**src/rtl/div_q8_8.sv**
```systemverilog
// Sequential signed Q8.8 divider: (dividend << 8) / divisor, one quotient
// bit per clock using restoring division on magnitudes. Sign is applied
// afterwards and results saturate to the Q8.8 range. Latency is a fixed 25
// cycles from the accept edge, including divide-by-zero.
module div_q8_8 (
    input  logic        clk,
    input  logic        reset_n,
    input  logic        start,
    input  logic [15:0] dividend,
    input  logic [15:0] divisor,
    output logic        busy,
    output logic        done,
    output logic [15:0] result,
    output logic        div_zero
);

    typedef enum logic [1:0] {
        IDLE,
        CALC,
        FIX
    } state_t;

    state_t      state;
    logic        sign;
    logic        num_neg;
    logic [15:0] dvsr;
    logic [23:0] num;
    logic [23:0] quo;
    logic [16:0] rem;
    logic [4:0]  cnt;

    logic [15:0] dividend_mag;
    logic [15:0] divisor_mag;
    logic [17:0] trial;
    logic [16:0] diff;
    logic        fits;
    logic        pos_sat;
    logic        neg_sat;
    logic [15:0] quo_neg;

    assign busy = (state != IDLE);

    // Operand magnitudes, one restoring-division step and saturation tests
    always_comb begin
        dividend_mag = dividend[15] ? (~dividend + 16'd1) : dividend;
        divisor_mag  = divisor[15]  ? (~divisor  + 16'd1) : divisor;
        trial        = {rem, num[cnt]};
        fits         = (trial >= {2'b00, dvsr});
        diff         = trial[16:0] - {1'b0, dvsr};
        pos_sat      = |quo[23:15];
        neg_sat      = (|quo[23:16]) || (quo[15] && (|quo[14:0]));
        quo_neg      = (~quo[15:0]) + 16'd1;
    end

    // Control FSM and datapath registers; done/result/div_zero registered
    always_ff @(posedge clk or negedge reset_n) begin
        if (!reset_n) begin
            state    <= IDLE;
            sign     <= 1'b0;
            num_neg  <= 1'b0;
            dvsr     <= 16'd0;
            num      <= 24'd0;
            quo      <= 24'd0;
            rem      <= 17'd0;
            cnt      <= 5'd0;
            done     <= 1'b0;
            result   <= 16'h0000;
            div_zero <= 1'b0;
        end else begin
            case (state)
                IDLE: begin
                    done <= 1'b0;
                    if (start) begin
                        sign    <= dividend[15] ^ divisor[15];
                        num_neg <= dividend[15];
                        dvsr    <= divisor_mag;
                        num     <= {dividend_mag, 8'h00};
                        quo     <= 24'd0;
                        rem     <= 17'd0;
                        cnt     <= 5'd23;
                        state   <= CALC;
                    end
                end
                CALC: begin
                    rem <= fits ? diff : trial[16:0];
                    quo <= {quo[22:0], fits};
                    if (cnt == 5'd0) begin
                        state <= FIX;
                    end else begin
                        cnt <= cnt - 5'd1;
                    end
                end
                FIX: begin
                    if (dvsr == 16'd0) begin
                        result   <= num_neg ? 16'h8000 : 16'h7FFF;
                        div_zero <= 1'b1;
                    end else begin
                        if (sign) begin
                            result <= neg_sat ? 16'h8000 : quo_neg;
                        end else begin
                            result <= pos_sat ? 16'h7FFF : quo[15:0];
                        end
                        div_zero <= 1'b0;
                    end
                    done  <= 1'b1;
                    state <= IDLE;
                end
                default: begin
                    state <= IDLE;
                end
            endcase
        end
    end

endmodule
```
**config.mk**
```make
export PLATFORM = sky130hd
export DESIGN_NAME = div_q8_8
export DESIGN_NICKNAME = d
export VERILOG_FILES = /design/src/rtl/div_q8_8.sv
export SDC_FILE = /design/constraint.sdc
export NUM_CORES = 1
export LEC_CHECK = 0
export ABC_CLOCK_PERIOD_IN_PS = 5500
export BUFFER_PORTS_ARGS = -buffer_cell sky130_fd_sc_hd__buf_2
export CAP_MARGIN = 10
export CORE_UTILIZATION = 40
export DETAILED_ROUTE_END_ITERATION = 8
export SLEW_MARGIN = 40
export SYNTH_ARGS = -nofsm -noshare
export SYNTH_HDL_FRONTEND = slang
export SYNTH_SLANG_ARGS = --single-unit
```
**constraint.sdc**
```tcl
create_clock -name clk -period 5.5 [get_ports clk]
set_input_delay 0.825 -clock clk [delete_from_list [all_inputs] [get_ports clk]]
set_output_delay 0.825 -clock clk [all_outputs]
set_load 0.005 [all_outputs]
```
; ---- Word-level counts from Yosys, hierarchy flattened
; Index checks and enable logic that the tools add are counted.
[op_classes]
n_mux = 22
n_bitwise = 4
div = 0
n_mul = 0
shifts = 0
reduce_logical = 15
eq_ne = 5
n_lt_le_gt_ge = 2
addsub = 5
[op_table]
columns = operator, count
row1 = 16-bit 2-to-1 mux, 7
row2 = "16-bit by 1-bit adder with 16-bit output, second input constant", 3
row3 = 16-bit inverter, 3
row4 = 24-bit one-hot mux with 2 select lines, 1
row5 = 17-bit 2-to-1 mux, 2
row6 = 17-bit one-hot mux with 2 select lines, 1
row7 = 24-bit 2-to-1 mux, 1
row8 = 18-bit by 16-bit greater-or-equal comparator with 1-bit output, 1
row9 = 17-bit by 16-bit subtractor with 17-bit output, 1
row10 = 16-bit logical NOT, 1
row11 = 15-bit OR reduction, 1
row12 = 5-bit 2-to-1 mux, 2
row13 = 5-bit one-hot mux with 2 select lines, 1
row14 = 9-bit OR reduction, 1
row15 = 8-bit OR reduction, 1
row16 = "5-bit by 6-bit < comparator with 1-bit output, second input constant", 1
row17 = "2-bit inequality test, second input constant", 3
row18 = 2-bit AND reduction, 3
row19 = 2-bit nonzero test, 3
row20 = 1-bit binary-select mux with 5-bit select, 1
row21 = 5-bit logical NOT, 1
row22 = "5-bit by 1-bit subtractor with 5-bit output, second input constant", 1
row23 = 2-bit 2-to-1 mux, 2
row24 = 2-bit one-hot mux with 2 select lines, 1
row25 = other kinds (9), 10
[word_totals]
latchBits = 0
inputBits = 35
n_memories = 0
ramBits = 0
romBits = 0
output_inout_bits = 19
reg_bits = 100

; ---- Logic depth before layout (Yosys ltp)
[logic_depth]
depth_word = 6
depth_mapped = 15
ltp_nobuf = 12

; ---- Worst setup path after synthesis
; Ideal clock, no wire load.
[synth_timing]
path_type = register to register
start = reg cnt[0]
end = reg rem[13]
slack_ns = 2.246
arrival_ns = 3.176
t_required_ns = 5.423
path_buffers = 3
path_stages_with_launch = 16
synth_period_minus_slack_ns = 3.254
setup_ns = 0.077
cell_sequence = dfrtp_1 > clkbuf_1 > mux4_2 > mux2i_1 > nor2_1 > a21oi_1 > ha_1 > fa_1 > nand2b_1 > a211oi_1 > o211ai_1 > and4_1 > clkbuf_1 > clkbuf_1 > a32oi_1 > o21ai_1
[synth_via]
elab_chain_cells = 5
elab_cells_between_ends = 6
cone_classes = add/sub: 1 / order compare: 1 / mux: 4
[synth_lines]
columns = item, line
row1 = from (decl), 30  ; logic [4:0] cnt;
row2 = from (signal assigned), 90  ; cnt <= cnt - 5'd1;
row3 = 1-bit binary-select mux with 5-bit select (*), 47  ; trial = {rem, num[cnt]};
row4 = 1-bit 2-to-1 mux (implied by the code) (*), 47
row5 = 17-bit by 16-bit subtractor with 17-bit output or 18-bit by 16-bit greater-or-equal comparator with 1-bit output (tied branches), "49, 48"
row6 = 17-bit 2-to-1 mux (*), 85  ; rem <= fits ? diff : trial[16:0];
row7 = 17-bit one-hot mux with 2 select lines (*), 70  ; case (state)
row8 = to (signal assigned), 85
row9 = to (decl), 29  ; logic [16:0] rem;
; Mark *: on every way between the ends. The rest lies on a longest branch, timed or not. The select of a mux whose other input is x is not followed.
; A chain may end at the register's enable or synchronous reset.

; ---- Worst setup path in the final report
[layout_timing]
start = reg cnt[0]
end = reg rem[5]
; Same word-level chain as after synthesis.

==> impl_results.md <==
- Number of global-route vias before repair: 5,112
- Core Region: around 0.015 sq mm
- Multi-input gate area in the final layout: 0.00335 sq mm
- Post-route cell area: 0.00683 sq mm
- Most instantiated flip-flop cell in the synthesis netlist: sky130_fd_sc_hd__dfrtp_1
- Synthesized area per cell: about 8.6 sq um
- Min setup slack post-route: ~2000 ps
- # port buffers: 53
- Fin crit period: 3510 ps
- Area of the die: ~0.016 sq mm
- Placer congestion estimate: 0.889
- Cells along the critical path: mux4_2 > mux2i_1 > nor2_1 > a21oi_1 > ha_1 > fa_1 > nand2b_1 > a211oi_1 > o211ai_1 > and4_1 > nor4_1 > a311o_1
- Net count after synthesis: slightly below 800
- Number of placed cells counting well taps: slightly above 900
- Fill count: about 1,400
- Finished Core Util: 46.5%
- Net Sw Power: 1.91 mW
- Sum of internal, switching and leakage power: around 4.2 mW
- Least-Margin Pin Slew: roughly 720 ps
- Number of DRC violations after detailed routing: 6
- Total number of vias: roughly 5,200
- Failing checks: design-rule violations
- Detailed-route wire length: between 10,000 and 15,000 um
- Area of placed instances: 0.00652 sq mm
- Max_slew headroom: a little over half
- Hpwl dp: ~11,000 um
- Worst-path maximum fanout: 17
- Top cell type by total area after synthesis: sky130_fd_sc_hd__dfrtp_1
- Depth of the CTS H-tree: 3
- Cell type group with the largest total delay on the critical path: simple AND/OR/NAND/NOR gates
- Cells after Synth: approximately 700
- Global-route wire length before repair: about 25,000 um
- Number of buffers on the longest clock path: 2
- Clock root cell: sky130_fd_sc_hd__clkbuf_16
- Height of the die: 126 um
- Total CTS buffers: 9
- GRT Util Overall: around 20%
- Power density relative to cell area: a little over 600 mW/mm^2
- Drt wl/cell: approximately 16 um
- Hold path startpoint: done
- Overall die width: ~130 um
- Final hold slack: 479 ps
- Leading cell types by total area after synthesis: sky130_fd_sc_hd__dfrtp_1 41%, sky130_fd_sc_hd__nand2_1 7.1%, sky130_fd_sc_hd__o21ai_0 7.0%, sky130_fd_sc_hd__ha_1 4.3%, sky130_fd_sc_hd__xor2_1 4.3%
- Worst hold path endpoint: done
- Distinct cells, synth: 57
- Warnings, synthesis: 0
- Final net count: approximately 800
- CTS Sinks: 100
- Seq. cell area: 0.00250 sq mm
- Area of the mapped netlist: a little over 0.006 sq mm
- Final number of max-transition violations: 0
- Antenna violations before repair: 0
- Switching power share of the total: approximately 45%
- Sum Neg Setup Slack: 0 ps
- Yosys top cell area share: between 40% and 50%
- Kind of start point of the critical path: register
- Critical register-to-register path startpoint: cnt[0]
- Clock latency at the later pin of the worst-skew pair: between 300 and 400 ps
- Clock group share of total power: between 10% and 20%
- Dpl ws: ~2000 ps
- Initial Util: around two fifths
- Fraction of registers with async set or reset after synthesis: between 90% and 100%
- CTS tree: yes
- Max capacitance violation total: 0
- Synthesis-to-layout area growth: 11.7%
- Sequential power share: ~33%
- Cell-internal power: approximately 2.3 mW
- Signal arrival time at the worst endpoint: about 3800 ps
- Avg Vias per Cell: around 5.6
- Crit path max-delay cell type: sky130_fd_sc_hd__and4_1
- Unrepaired setup endpoints after global routing: no
- Antenna cells: 0
- Final Hold Fails: 0
- Data required time at the worst endpoint: between 5000 and 6000 ps
- Final setup skew: ~9.3 ps
- Initial detailed-routing violation count: just over 400
- Drt pass-1 iters: 7
- CTS resizes: 0
- Static Leakage: just over 3 nW
- Destination of the worst register-to-register timing path: rem[5]
- Cell row count: 44
- Count of hold buffers inserted by post-cts repair: 0
- Clock slew at the register clock pins of the worst setup and hold paths: 70 ps
- Setup Viol. Count Final: 0
- R2R cell count: 12
- Worst-case register-to-register setup slack: 1990 ps
- FF+latch count, synth: 100
- Min-Delay Path Class: reg -> reg
- Maximum number of pins on one net before global-route repair: 75
- Layout cells sized above 1: about an eighth
- Number of flops mapped to enable cells by yosys: 0
- IR drop worst, VDD: between 0.2 and 0.25 mV
- Ratio of final minimum period to clock period: 63.8%
- I/O pin count: 54
- Result of the run: complete, but fails checks
- Cells on Worst Hold Path: 2
- Combinational share of power: approximately 51%
- Final ANT Viol Nets: 0
- Crit path buf inv count: 0
- Total grt overflow: 0
- Portion of the post-synthesis area used by sequential elements: between 40% and 50%
- Max incr delay on CP: ~600 ps
- Highest clock frequency the design can meet: ~290 MHz
- Critical path endpoint category: register
- Post-CTS setup buffer count: 0
- Non-filler instance count after layout: 935
- Critical path type: reg -> reg
==> worst min-delay path: cells and delay by family (launching register included) <==
kind / cells / cell delay [ps]
flip-flops: 1 / 340
AND/OR/NAND/NOR: 2 / 100
==> cell type report <==
class | instances | share of cell area [%]
inverter | 31 | 1.70
multi-input combinational | 544 | 49.1
clock buffer | 9 | 3.30
tap | 184 | 3.37
sequential | 100 | 36.6
clock inverter | 7 | 1.23
timing repair buffer | 60 | 4.69
==> layout by cell type (no fill, tap or decap), types with 12 or more instances in the layout <==
master and instances:
sky130_fd_sc_hd__a21oi_1 35, sky130_fd_sc_hd__buf_2 52, sky130_fd_sc_hd__dfrtp_1 99, sky130_fd_sc_hd__ha_1 21
sky130_fd_sc_hd__inv_1 31, sky130_fd_sc_hd__nand2_1 115, sky130_fd_sc_hd__nand3_1 15, sky130_fd_sc_hd__nor2_1 30
sky130_fd_sc_hd__nor4_1 12, sky130_fd_sc_hd__o21ai_0 85, sky130_fd_sc_hd__o21ai_1 25, sky130_fd_sc_hd__o31ai_1 14
sky130_fd_sc_hd__xor2_1 30
==> per-layer routing <==
metal / routed length [um] / vias up / part of all wire (%) / global-route usage, %
li1: - / 2614 / - / -
met1: 7030 / 2467 / 48 / 27.8
met2: 6720 / 138 / 46 / 31.8
met3: 609 / 15 / 4.2 / 2.63
met4: 262 / 0 / 1.8 / 7.03
met5: 0 / - / 0 / 0
==> logic make-up after synthesis <==
| kind of cell | after synthesis | share of synthesized area, % |
|---|---|---|
| flip-flops | 100 | 40.9 |
| adder cells (fa/ha/maj) | 22 | 4.62 |
| multiplexers | 12 | 2.80 |
| XOR/XNOR | 40 | 5.73 |
| AND/OR/NAND/NOR | 248 | 19.5 |
| AO/OA/AOI/OAI | 222 | 22.0 |
| buffers and inverters | 71 | 4.36 |
==> Yosys cell counts (all sizes together) (10+ instances only) <==
master,n
o21ai,110
nor2,30
nor4,12
a21oi,35
dfrtp,100
nand2b,10
xnor2,10
ha,21
nand2,116
o31ai,14
nor3,11
clkbuf,37
a21boi,11
xor2,30
inv,31
nand3,15
==> worst max-delay path by stage <==
stage           start  endpoint  slack, ps  depth (start not counted)
2_1_floorplan  cnt[0]   rem[13]       2250                         15
3_3_place_gp   cnt[0]    rem[5]       2090                         12
3_5_place_dp   cnt[0]    rem[5]       1980                         12
4_1_cts        cnt[0]    rem[5]       1970                         12
5_1_grt        cnt[0]    rem[5]       1660                         12
6_report       cnt[0]    rem[5]       1990                         12
==> power groups by stage <==
stage	Combinational, mW	Sequential (mW)	Clock [mW]
finish	2.16	1.41	0.661
global route	2.47	1.46	0.709
CTS	2.15	1.40	0.677
detailed placement	2.14	1.42	0
global placement	2.08	1.40	0
floorplan	1.70	1.27	0
==> state kept, by name, indices dropped and copies added, names as in the netlist <==
signal    cells
quo          24
rem          17
dvsr         16
num          16
result       16
cnt           5
state         2
div_zero      1
done          1
num_neg       1
sign          1
Power figures use the tool's default switching activity.
